<file path="src/rtl/branch_resolve_unit.sv">
// rtl/branch_resolve_unit.sv - execute-stage branch resolution with prediction pipeline and perf counters
module branch_resolve_unit #(
  parameter int CNT_W = 32
) (
  input  logic             clk,
  input  logic             nrst,
  input  logic             i_PrPCSrc_F,
  input  logic [31:0]      i_PrALUResult_F,
  input  logic             i_StallD,
  input  logic             i_FlushD_ext,
  input  logic             i_FlushE_ext,
  input  logic [31:0]      i_PC_E,
  input  logic             i_Branch_E,
  input  logic             i_PCSrc_E,
  input  logic [31:0]      i_ALUResult_E,
  input  logic             i_CntClr,
  output logic             o_Redirect_E,
  output logic [31:0]      o_RedirectPC_E,
  output logic             o_FlushD,
  output logic             o_FlushE,
  output logic             o_WE_PrPCSrc,
  output logic             o_WE_PrALUResult,
  output logic [CNT_W-1:0] o_BranchCount,
  output logic [CNT_W-1:0] o_MispredCount
);

  localparam logic [CNT_W-1:0] CNT_ONE = {{(CNT_W-1){1'b0}}, 1'b1};

  logic             r_pr_pcsrc_d;
  logic [31:0]      r_pr_ta_d;
  logic             r_pr_pcsrc_e;
  logic [31:0]      r_pr_ta_e;
  logic [CNT_W-1:0] r_branch_cnt;
  logic [CNT_W-1:0] r_mispred_cnt;

  logic             w_dir_mis;
  logic             w_ta_mis;
  logic             w_redirect;
  logic             w_flush_d;
  logic             w_flush_e;
  logic [31:0]      w_pc_plus4;

  // Direction is checked for every instruction so aliased non-branches get trained toward not-taken.
  assign w_dir_mis  = (i_PCSrc_E != r_pr_pcsrc_e);
  assign w_ta_mis   = i_Branch_E & i_PCSrc_E & r_pr_pcsrc_e & (i_ALUResult_E != r_pr_ta_e);
  assign w_redirect = w_dir_mis | w_ta_mis;
  assign w_pc_plus4 = i_PC_E + 32'd4;
  assign w_flush_d  = i_FlushD_ext | w_redirect;
  assign w_flush_e  = i_FlushE_ext | w_redirect;

  assign o_Redirect_E     = w_redirect;
  assign o_RedirectPC_E   = i_PCSrc_E ? i_ALUResult_E : w_pc_plus4;
  assign o_FlushD         = w_flush_d;
  assign o_FlushE         = w_flush_e;
  assign o_WE_PrPCSrc     = w_dir_mis;
  assign o_WE_PrALUResult = (i_Branch_E & i_PCSrc_E & ~r_pr_pcsrc_e) | w_ta_mis;
  assign o_BranchCount    = r_branch_cnt;
  assign o_MispredCount   = r_mispred_cnt;

  // Flush takes priority over stall so a redirect never leaves a stale prediction in Decode.
  always_ff @(posedge clk or negedge nrst) begin
    if (!nrst) begin
      r_pr_pcsrc_d <= 1'b0;
      r_pr_ta_d    <= 32'd0;
      r_pr_pcsrc_e <= 1'b0;
      r_pr_ta_e    <= 32'd0;
    end else begin
      if (w_flush_d) begin
        r_pr_pcsrc_d <= 1'b0;
        r_pr_ta_d    <= 32'd0;
      end else if (!i_StallD) begin
        r_pr_pcsrc_d <= i_PrPCSrc_F;
        r_pr_ta_d    <= i_PrALUResult_F;
      end
      if (w_flush_e) begin
        r_pr_pcsrc_e <= 1'b0;
        r_pr_ta_e    <= 32'd0;
      end else begin
        r_pr_pcsrc_e <= r_pr_pcsrc_d;
        r_pr_ta_e    <= r_pr_ta_d;
      end
    end
  end

  always_ff @(posedge clk or negedge nrst) begin
    if (!nrst) begin
      r_branch_cnt  <= '0;
      r_mispred_cnt <= '0;
    end else if (i_CntClr) begin
      r_branch_cnt  <= '0;
      r_mispred_cnt <= '0;
    end else begin
      if (i_Branch_E && (r_branch_cnt != '1)) begin
        r_branch_cnt <= r_branch_cnt + CNT_ONE;
      end
      if (w_redirect && (r_mispred_cnt != '1)) begin
        r_mispred_cnt <= r_mispred_cnt + CNT_ONE;
      end
    end
  end

endmodule

</file>
<file path="config.mk">
export PLATFORM = sky130hd
export DESIGN_NAME = branch_resolve_unit
export DESIGN_NICKNAME = d
export VERILOG_FILES = /design/src/rtl/branch_resolve_unit.sv
export SDC_FILE = /design/constraint.sdc
export NUM_CORES = 1
export LEC_CHECK = 0
export CORE_ASPECT_RATIO = 0.75
export CORE_MARGIN = 5
export CORE_UTILIZATION = 48
export CTS_CLUSTER_SIZE = 16
export DETAILED_ROUTE_END_ITERATION = 12
export GPL_TIMING_DRIVEN = 0
export PLACE_DENSITY = 0.81
export SKIP_CTS_REPAIR_TIMING = 1
export SLEW_MARGIN = 20
export SYNTH_ARGS = -nofsm -noshare
export SYNTH_HDL_FRONTEND = slang
export SYNTH_SLANG_ARGS = --single-unit
export TNS_END_PERCENT = 1
</file>
<file path="constraint.sdc">
create_clock -name clk -period 3 [get_ports clk]
set_input_delay 0.75 -clock clk [delete_from_list [all_inputs] [get_ports clk]]
set_output_delay 0.75 -clock clk [all_outputs]
set_load 0.05 [all_outputs]
</file>
==> metrics <==
status=finished, violations left; violated checks=setup timing; Max-cap violations=0; Total Wirelength=roughly 21000 um; via count=6303; Synth Instances=722; synthesized area=between 6000 and 7000 um2; initial antenna violation count=2; Most common cell on crit path=buf_8; CTS tree=yes; dpl cells=1125; met3 global-route usage=5.896%; die height=around 110 um; Max transition margin=about 48%; global routing met1 resource utilization=35.33%; Clock Latency Late Sink=between 0.4 and 0.5 ns; DRT iter0 DRCs=377; delay-heaviest family, CP=simple AND/OR/NAND/NOR gates; CP endpoint kind=primary output; CTS clock-pin slew for the worst setup and hold paths=~0.06 ns; IO Port Bufs=approximately 200; reg-to-reg critical path endpoint=r_pr_ta_e[18]; Net Count, Synth=830; Setup WS post-layout=-0.3396 ns; Final Setup Violations=13; DRT antenna net count=0; WS Path Type=in2out; clk sinks=between 100 and 150; # DRC=0; share of cells above drive strength 1=17.39%; Post-synth EDFFs=0; vias in the first global route=5984; Syn Area/Cell=~9.7 um2; Worst Path Required=2.25 ns; Final Wtd Congestion=roughly 0.9; Non-Filler Instances=1173; Final Util=between 70% and 80%; drt pass-1 iters=5; minimum clock period=~3.3 ns; CP startpoint kind=input pin; Yosys warning count=0; H-tree Lvls=4; DIE WIDTH=149.3 um; die footprint=between 15000 and 20000 um2; RSZ-0062 raised after global routing=yes; number of buffers created by CTS=17; grt ovf=0; Synth Flop Type=dfrtp_1; critical path data arrival time=about 2.6 ns; final net count=roughly 1100; Layout Area Growth over Synthesis=47.23%; Top Usage Layer GRT=met2; VDD IR-drop max=0.4495 mV; Max Root-Sink Buffers=2; WL per Instance=between 15 and 20 um; CP Max Fanout=6; I/O pin cnt=about 210; Root Driver=clkbuf_16; CP Cell Sequence=buf_8 > xnor2_2 > nand4_1 > nor4_4 > a21oi_4 > or2_4 > nor2_4 > buf_6 > inv_4 > buf_8; slowest stage cell, crit path=nor4_4; Final Max Slew Viols=0; met2 Use GR=a little over a third; Final period util=111.3%; async set or reset register ratio after synthesis=100.0%; Hold Fails Final Rpt=0; synth top area cells=dfrtp_1, xnor2_1, xor2_1; Fin Clk Skew=0.01078 ns; r2r worst-path depth=9; via/cell ratio=between 5 and 6; Unique masters post-synth=between 40 and 50; DP Wirelength=approximately 16000 um; worst slew pin tran=approximately 0.8 ns; Highest Clock Rate=about 300 MHz; largest net degree at the start of global routing=75; Core ar.=around 14000 um2; Critical R2R Launch=r_pr_ta_e[13]; Tot GR Track Use=24.12%; reg2reg setup slack=around 0.34 ns; Worst Path Buf+Inv=4; max incr delay on CP=between 0.4 and 0.5 ns; Lkg Pwr=4.711 nW; Yosys top cell by area=dfrtp_1; min-delay worst type=in2async; first-pass GRT wire length=around 32000 um; row cnt=38; part of the Yosys area used for sequential elements=between 40% and 50%; share of the synthesized area in the top cell type=a little under half; initial core utilization=approximately half; register bit total from synthesis=between 100 and 150; Power Density=approximately 480 nW/um2
==> layer usage <==
metal | wire length, um | up-vias | share of wire, %
li1 | - | 2978 | -
met3 | 1641 | 45 | 7.7
met4 | 445 | 2 | 2.1
met2 | 9541 | 268 | 45
met1 | 9748 | 3010 | 46
met5 | 13 | - | 0.061
==> Yosys cell counts (2+ instances only) <==
cell type  number
mux2_2          3
dfrtp_1       130
a21oi_1        21
inv_1          13
or3_1          11
mux2i_1        36
and2_1         42
nand3_1        33
or4_1          10
o31ai_1        11
o21a_1          6
nor4_1          4
nand4_1        29
clkbuf_1       25
xnor2_1        54
nor3_1          6
nor2_1         86
ha_1            3
nor4_2          3
buf_6           3
and3_1         18
o31a_1          2
o2111ai_1       2
nor2b_1         3
buf_2           3
o21ai_1         6
and4_1          7
o21ai_0        33
xor2_1         42
nand2_1        60
mux2_4          2
==> state kept, by name (all words and copies together) (netlist names) <==
register,cells
o_BranchCount,32
o_MispredCount,32
r_pr_pcsrc_d,1
r_pr_pcsrc_e,1
r_pr_ta_d,32
r_pr_ta_e,32
==> how the worst max path moves through the flow <==
| stage | from | endpoint | depth (start not counted) |
|---|---|---|---|
| after floorplan | i_PC_E[2] | o_RedirectPC_E[16] | 5 |
| after global placement | nrst | o_MispredCount[24] | 1 |
| after detailed placement | i_ALUResult_E[23] | o_FlushD | 9 |
| after CTS | i_ALUResult_E[23] | o_FlushD | 9 |
| after global routing | r_pr_ta_e[13] | o_FlushE | 9 |
| final | i_ALUResult_E[13] | o_FlushE | 10 |
==> layout make-up <==
type,instances,area (um2)
Antenna cell,1,2.502
Fill cell,1063,4074
Clock inverter,13,244.0
Multi-Input combinational cell,547,3742
Inverter,13,51.30
Clock buffer,19,452.9
Sequential cell,130,3253
Tap cell,200,250.2
Buffer,31,173.9
Timing Repair Buffer,219,2115
==> cell families (layout without fill, tap and decap cells) <==
| logic type | after synthesis | in the layout | synth area share [%] |
|---|---|---|---|
| other | 0 | 1 | 0 |
| AOI/OAI and AO/OA | 86 | 86 | 7.684 |
| DFF | 130 | 130 | 46.57 |
| adders and majority gates | 3 | 3 | 0.5374 |
| and+or+nand+nor | 321 | 321 | 24.15 |
| buffers and inverters | 45 | 295 | 2.955 |
| muxes | 41 | 41 | 6.072 |
| xor gates and xnor gates | 96 | 96 | 12.04 |
==> through the flow <==
stage	cell area (um2)	TNS (ns)	power [W]	worst slack (ns)	hold slack, ns
2_1_floorplan	7019	-5.533	0.002182	-0.3369	0.4533
6_report	10280	-2.668	0.004952	-0.3396	0.2502
5_1_grt	10280	-4.019	0.005101	-0.4412	0.2758
4_1_cts	10020	-33.38	0.004958	-1.638	0.2597
3_3_place_gp	9291	-552.82	0.002520	-3.868	0.4590
3_5_place_dp	9324	-56.09	0.002531	-1.607	0.4617
==> where the power goes <==
part | leakage, nW | internal [W] | switching (W)
combinational | 2.57 | 0.000292 | 0.000426
clock | 0.341 | 0.00162 | 0.000811
sequential | 1.80 | 0.00178 | 0.0000206
total | 4.71 | 0.00369 | 0.00126
==> placed cells by master (no fill, tap or decap), types with 5 or more instances in the layout <==
cell type | netlist | final
o21ai_0 | 33 | 21
or4_1 | 10 | 10
and2_1 | 42 | 41
buf_2 | 3 | 5
buf_4 | 0 | 25
xor2_1 | 42 | 41
xnor2_2 | 0 | 12
inv_1 | 13 | 12
clkdlybuf4s50_1 | 0 | 115
o21ai_1 | 6 | 14
nand4_1 | 29 | 29
mux2i_1 | 36 | 36
o31ai_1 | 11 | 11
clkbuf_1 | 25 | 21
or3_1 | 11 | 10
dfrtp_1 | 130 | 130
and3_1 | 18 | 16
nor2_1 | 86 | 86
buf_6 | 3 | 22
and4_1 | 7 | 5
nand3_1 | 33 | 32
o21a_1 | 6 | 6
dlymetal6s2s_1 | 0 | 27
a21oi_1 | 21 | 21
nand2_1 | 60 | 58
bufinv_16 | 0 | 6
clkbuf_16 | 0 | 17
xnor2_1 | 54 | 42
buf_8 | 1 | 6
clkbuf_2 | 0 | 27
No activity file was read; power rests on OpenSTA's default activity.
